**src/rtl/hash_job_ctrl.sv**
```systemverilog
// rtl/hash_job_ctrl.sv - header loader, hasher sequencer and minimum-result scanner
module hash_job_ctrl #(
  parameter int unsigned  NUM_NONCES = 16,
  parameter logic [15:0]  MSG_BASE   = 16'h0000,
  parameter logic [15:0]  OUT_BASE   = 16'h0040,
  parameter int unsigned  HDR_WORDS  = 19
) (
  input  logic        clk,
  input  logic        reset_n,
  input  logic        hdr_valid,
  output logic        hdr_ready,
  input  logic [31:0] hdr_data,
  input  logic [31:0] target,
  output logic        hash_start,
  input  logic        hash_done,
  output logic        mem_we,
  output logic [15:0] mem_addr,
  output logic [31:0] mem_write_data,
  input  logic [31:0] mem_read_data,
  output logic        busy,
  output logic        result_valid,
  output logic        found,
  output logic [7:0]  best_nonce,
  output logic [31:0] best_hash
);

  localparam int CW = $clog2(NUM_NONCES + 3);
  localparam int HW = $clog2(HDR_WORDS + 1);

  localparam logic [2:0] S_IDLE   = 3'd0;
  localparam logic [2:0] S_LOAD   = 3'd1;
  localparam logic [2:0] S_START  = 3'd2;
  localparam logic [2:0] S_WAIT   = 3'd3;
  localparam logic [2:0] S_READ   = 3'd4;
  localparam logic [2:0] S_REPORT = 3'd5;

  logic [2:0]    state;
  logic [HW-1:0] hdr_cnt;
  logic [CW-1:0] rd_cnt;
  logic [1:0]    wait_cnt;
  logic [31:0]   target_q;
  logic [31:0]   run_min;
  logic [7:0]    run_nonce;
  logic          run_found;
  logic          hs;
  logic          capture;
  logic [31:0]   nxt_min;
  logic [7:0]    nxt_nonce;
  logic          nxt_found;

  assign hdr_ready      = (state == S_IDLE) || (state == S_LOAD);
  assign hs             = hdr_valid && hdr_ready;
  assign mem_we         = hs;
  assign mem_write_data = hs ? hdr_data : 32'h0;
  assign hash_start     = (state == S_START);
  assign busy           = (state != S_IDLE);
  assign result_valid   = (state == S_REPORT);

  always_comb begin
    mem_addr = 16'h0;
    if (hs) begin
      mem_addr = (state == S_IDLE) ? MSG_BASE : MSG_BASE + 16'(hdr_cnt);
    end else if ((state == S_READ) && (rd_cnt < CW'(NUM_NONCES))) begin
      mem_addr = OUT_BASE + 16'(rd_cnt);
    end
  end

  // Read data lags its address by two cycles, so READ cycle n carries nonce n-2.
  assign capture = (state == S_READ) && (rd_cnt >= CW'(2));

  always_comb begin
    nxt_min   = run_min;
    nxt_nonce = run_nonce;
    nxt_found = run_found;
    if (capture) begin
      if (mem_read_data < run_min) begin
        nxt_min   = mem_read_data;
        nxt_nonce = 8'(rd_cnt - CW'(2));
      end
      if (mem_read_data < target_q) begin
        nxt_found = 1'b1;
      end
    end
  end

  always_ff @(posedge clk) begin
    if (!reset_n) begin
      state      <= S_IDLE;
      hdr_cnt    <= '0;
      rd_cnt     <= '0;
      wait_cnt   <= 2'd0;
      target_q   <= 32'h0;
      run_min    <= 32'hFFFF_FFFF;
      run_nonce  <= 8'd0;
      run_found  <= 1'b0;
      found      <= 1'b0;
      best_nonce <= 8'd0;
      best_hash  <= 32'hFFFF_FFFF;
    end else begin
      case (state)
        S_IDLE: begin
          if (hs) begin
            target_q  <= target;
            run_min   <= 32'hFFFF_FFFF;
            run_nonce <= 8'd0;
            run_found <= 1'b0;
            if (HDR_WORDS == 1) begin
              state <= S_START;
            end else begin
              hdr_cnt <= HW'(1);
              state   <= S_LOAD;
            end
          end
        end
        S_LOAD: begin
          if (hs) begin
            if (hdr_cnt == HW'(HDR_WORDS - 1)) begin
              hdr_cnt <= '0;
              state   <= S_START;
            end else begin
              hdr_cnt <= hdr_cnt + HW'(1);
            end
          end
        end
        S_START: begin
          wait_cnt <= 2'd0;
          state    <= S_WAIT;
        end
        S_WAIT: begin
          // The first two WAIT cycles may still see done from the previous job.
          if (wait_cnt != 2'd2) begin
            wait_cnt <= wait_cnt + 2'd1;
          end else if (hash_done) begin
            rd_cnt <= '0;
            state  <= S_READ;
          end
        end
        S_READ: begin
          run_min   <= nxt_min;
          run_nonce <= nxt_nonce;
          run_found <= nxt_found;
          if (rd_cnt == CW'(NUM_NONCES + 1)) begin
            found      <= nxt_found;
            best_nonce <= nxt_nonce;
            best_hash  <= nxt_min;
            state      <= S_REPORT;
          end else begin
            rd_cnt <= rd_cnt + CW'(1);
          end
        end
        S_REPORT: begin
          state <= S_IDLE;
        end
        default: begin
          state <= S_IDLE;
        end
      endcase
    end
  end

endmodule

```
**config.mk**
```make
export PLATFORM = sky130hd
export DESIGN_NAME = hash_job_ctrl
export DESIGN_NICKNAME = d
export VERILOG_FILES = /design/src/rtl/hash_job_ctrl.sv
export SDC_FILE = /design/constraint.sdc
export NUM_CORES = 1
export LEC_CHECK = 0
export ABC_AREA = 1
export ABC_CLOCK_PERIOD_IN_PS = 3530
export CORE_ASPECT_RATIO = 0.9
export CORE_UTILIZATION = 35
export CTS_CLUSTER_DIAMETER = 200
export DETAILED_ROUTE_END_ITERATION = 8
export PLACE_DENSITY_LB_ADDON = 0.1
export SETUP_SLACK_MARGIN = 0.4
export SYNTH_ARGS = -nofsm -noshare
export SYNTH_HDL_FRONTEND = slang
export SYNTH_SLANG_ARGS = --single-unit
```
**constraint.sdc**
```tcl
create_clock -name clk -period 3.53 [get_ports clk]
set_input_delay 0.5295 -clock clk [delete_from_list [all_inputs] [get_ports clk]]
set_output_delay 0.5295 -clock clk [all_outputs]
set_load 0.005 [all_outputs]
```
==> metrics.md <==
| Metric | Value |
|---|---|
| First-pass GRT wire length | `~34000 um` |
| Synthesized area per cell | `between 6 and 7 um2` |
| Area Overhead vs Synth | `35.5%` |
| Sequential cell area | `0.00258 mm2` |
| Yosys warnings | `0` |
| Largest delay contributor family on the critical path | `buffers and inverters` |
| Clk_skew | `~14 ps` |
| CTS tree | `yes` |
| Clock root buffer | `clkbuf_16` |
| Startpoint Class | `flip-flop` |
| Multi-input logic area | `0.00396 mm2` |
| Slowest stage delay, CP | `roughly 560 ps` |
| Via count of the first global-routing pass | `around 6700` |
| Clk slew on worst S/H paths | `60 ps` |
| CP Data Arrival Time | `approximately 2400 ps` |
| Average wire per standard cell | `between 10 and 15 um` |
| Die Y | `between 100 and 150 um` |
| Worst setup EP type | `output pin` |
| Core area | `0.0208 mm2` |
| Synth Instances | `around 1100` |
| Worst R2R Path Depth | `10` |
| Clk buf depth | `2` |
| Post-synth EDFFs | `0` |
| Top Ports | `roughly 190` |
| Max-cap violations | `0` |
| Critical Path Fanout Max | `18` |
| Fin crit period | `around 2900 ps` |
| Seq/Total Area, Yosys | `between 30% and 40%` |
| Kind of critical path | `flip-flop to output pin` |
| Post-layout net count | `between 1000 and 1500` |
| RePlAce Congestion | `0.811` |
| Critical path cell sequence | `nor2_4, nand2_4, nor2_1, inv_1, o21ai_0, clkdlybuf4s50_1` |
| Fmax | `approximately 340 MHz` |
| Number of diodes | `0` |
| Number of clock sinks | `~130` |
| GRT Total Usage | `about a fifth` |
| Pwr dens | `473 mW/mm2` |
| Htree depth | `4` |
| Worst hold-check path type | `flip-flop to flip-flop` |
| Hold Vio Cnt, Final | `0` |
| Hold-fix buffers at CTS | `0` |
| Site Rows | `50` |
| Post-DRT Antenna Nets | `0` |
| Count of final max-slew check failures | `0` |
| Share of layout cells above drive strength 1 | `5.33%` |
| Drc violations | `0` |
| Port bufs | `183` |
| Fillers | `roughly 2200` |
| Chip width | `~160 um` |
| Post-synth top flop | `dfxtp_1` |
| 1st-iter DRT viols | `between 300 and 400` |
| Final WS setup | `roughly 630 ps` |
| Slew headroom | `30.8%` |
| CP bufs+invs | `2` |
| Worst-Margin Slew | `1040 ps` |
| FF-to-FF Start | `rd_cnt[1]` |
| Reg2reg setup slack | `between 1000 and 1500 ps` |
| Largest net degree at the start of global routing | `between 50 and 60` |
| Critical hold path startpoint | `target_q[18]` |
| Outcome | `finished clean` |
| RSZ-0062 raised after global routing | `false` |
| Worst EP required | `3000 ps` |
| Layout Utilization | `48.3%` |
| Flops & latches, synth | `approximately 130` |
| Final Setup Violations | `0` |
| Unique masters post-synth | `36` |
| DR pass1 iterations | `6` |
| Post-detail-place hpwl | `roughly 15000 um` |
| Slowest stage cell, crit path | `clkdlybuf4s50_1` |
| Worst-skew pair later-pin latency | `roughly 430 ps` |
| Setup TNS | `0 ps` |
| Total power | `between 0.004 and 0.005 W` |
| Die ar. | `about 0.022 mm2` |
| Vias | `between 7000 and 8000` |
| Fin crit share | `between 80 and 90%` |
| Peak VDD IR | `0.000354 V` |
| LEAKAGE | `4.54 nW` |
| Worst hold path cell count | `2` |
| Initial Util | `~36%` |
| Worst r2r dst | `run_nonce[6]` |
| GRT Residual Overflow | `0` |
| Hold-critical path endpoint | `target_q[18]` |
| Crit. path cell count | `6` |
| CTS Buf Count | `17` |
| Setup slack after placement | `560 ps` |
| Drt via density | `~4.6` |
| FFs w/ async S/R, synth | `0%` |
| Setup Buffers After CTS | `0` |
| Post-Route WL | `21000 um` |
| Post_cts resized | `0` |
| Initial antenna violation count | `0` |
| Mapped cell area | `approximately 0.0074 mm2` |
layout make-up:
class	count	share of cell area, %
Multi-Input combinational cell	749	39.5
Timing Repair Buffer	196	19.3
Clock inverter	10	1.57
Tap cell	286	3.57
Inverter	152	5.69
Sequential cell	129	25.8
Clock buffer	22	4.63
report_power, final:
group	total, W	switching, W	internal (W)
logic	0.00122	0.000692	0.000526
clock network	0.00188	0.000665	0.00122
registers	0.00165	0.0000602	0.00159
total	0.00475	0.00142	0.00333
metal layers:
layer / up-vias / track usage (%) / part of all wire (%)
met5: - / 0 / 0
met2: 149 / 32.7 / 46
li1: 3759 / - / -
met3: 16 / 4.12 / 5.1
met4: 0 / 5.01 / 1.1
met1: 3126 / 26.9 / 48
cell usage in the layout (no fill, tap or decap), types with 3 or more instances in the layout:
cell / instances
nand2_1: 291
clkdlybuf4s50_1: 182
inv_1: 147
dfxtp_1: 129
a21oi_1: 113
nor2_1: 81
ha_1: 70
o21ai_0: 51
nand3_1: 44
o21ai_1: 35
clkbuf_16: 17
buf_4: 12
nor3_1: 11
nand3_2: 10
conb_1: 10
a211oi_1: 5
inv_2: 4
nand4_1: 4
bufinv_16: 4
nor2_4: 3
o22ai_1: 3
o21a_1: 3
clkinvlp_4: 3
clkbuf_1: 3
clkinv_2: 3
logic make-up (layout without fill, tap and decap cells):
kind of cell | count (synthesis) | after routing | synth area share (%)
DFF | 129 | 129 | 34.9
buffers and inverters | 215 | 380 | 12.3
AOI/OAI and AO/OA | 213 | 213 | 14.9
xor gates and xnor gates | 3 | 3 | 0.355
and+or+nand+nor | 453 | 453 | 25.7
other | 1 | 10 | 0.0507
adders and majority gates | 70 | 70 | 11.8
worst reg2reg max path, delay by kind of cell (launching register included):
| family | cells | cell delay (ps) |
|---|---|---|
| fa+ha+maj | 1 | 200 |
| flops | 1 | 490 |
| compound gates | 2 | 410 |
| buf+inv | 1 | 300 |
| simple gates | 6 | 850 |
worst max path at each step:
stage / startpoint / to / slack, ps
after global routing: state[1] / mem_addr[1] / 530
after global placement: mem_read_data[31] / best_nonce[3] / 580
after detailed placement: mem_read_data[31] / best_nonce[3] / 560
final: state[0] / mem_addr[1] / 630
after floorplan: mem_read_data[31] / run_min[11] / 1490
after CTS: state[1] / mem_addr[1] / 500
through the flow:
step / instance area [um2] / std cells / hold slack [ps]
final: 10000 / 1544 / 454
after global routing: 10000 / 1544 / 480
after CTS: 10000 / 1544 / 458
after detailed placement: 9400 / 1512 / 450
after global placement: 9400 / 1512 / 439
after floorplan: 7430 / 1093 / 425
registers in the layout (all words and copies together), names as in the netlist:
signal	flops
run_found	1
run_min	32
state	3
target_q	32
best_nonce	8
found	1
best_hash	32
wait_cnt	2
rd_cnt	5
hdr_cnt	5
run_nonce	8
Yosys cell counts, types with 2 or more instances:
cell | count | area share [%]
nor2_4 | 2 | 0.30
nand2_2 | 2 | 0.17
nand3_1 | 44 | 3.0
o21ai_1 | 35 | 2.4
nor2_1 | 83 | 4.2
o22ai_1 | 3 | 0.25
nor4_1 | 2 | 0.17
o21ai_0 | 51 | 3.4
xnor2_1 | 2 | 0.24
buf_2 | 11 | 0.74
nand4_1 | 4 | 0.34
a21oi_1 | 113 | 7.6
nand3_2 | 10 | 1.4
clkbuf_1 | 28 | 1.4
buf_4 | 11 | 1.1
buf_6 | 5 | 0.76
dfxtp_1 | 129 | 35
nand2_1 | 291 | 15
inv_1 | 148 | 7.5
nor3_1 | 11 | 0.74
buf_1 | 7 | 0.36
a211oi_1 | 5 | 0.51
ha_1 | 70 | 12
o21a_1 | 3 | 0.30
inv_2 | 3 | 0.15
(Power assumes the default switching activity.)
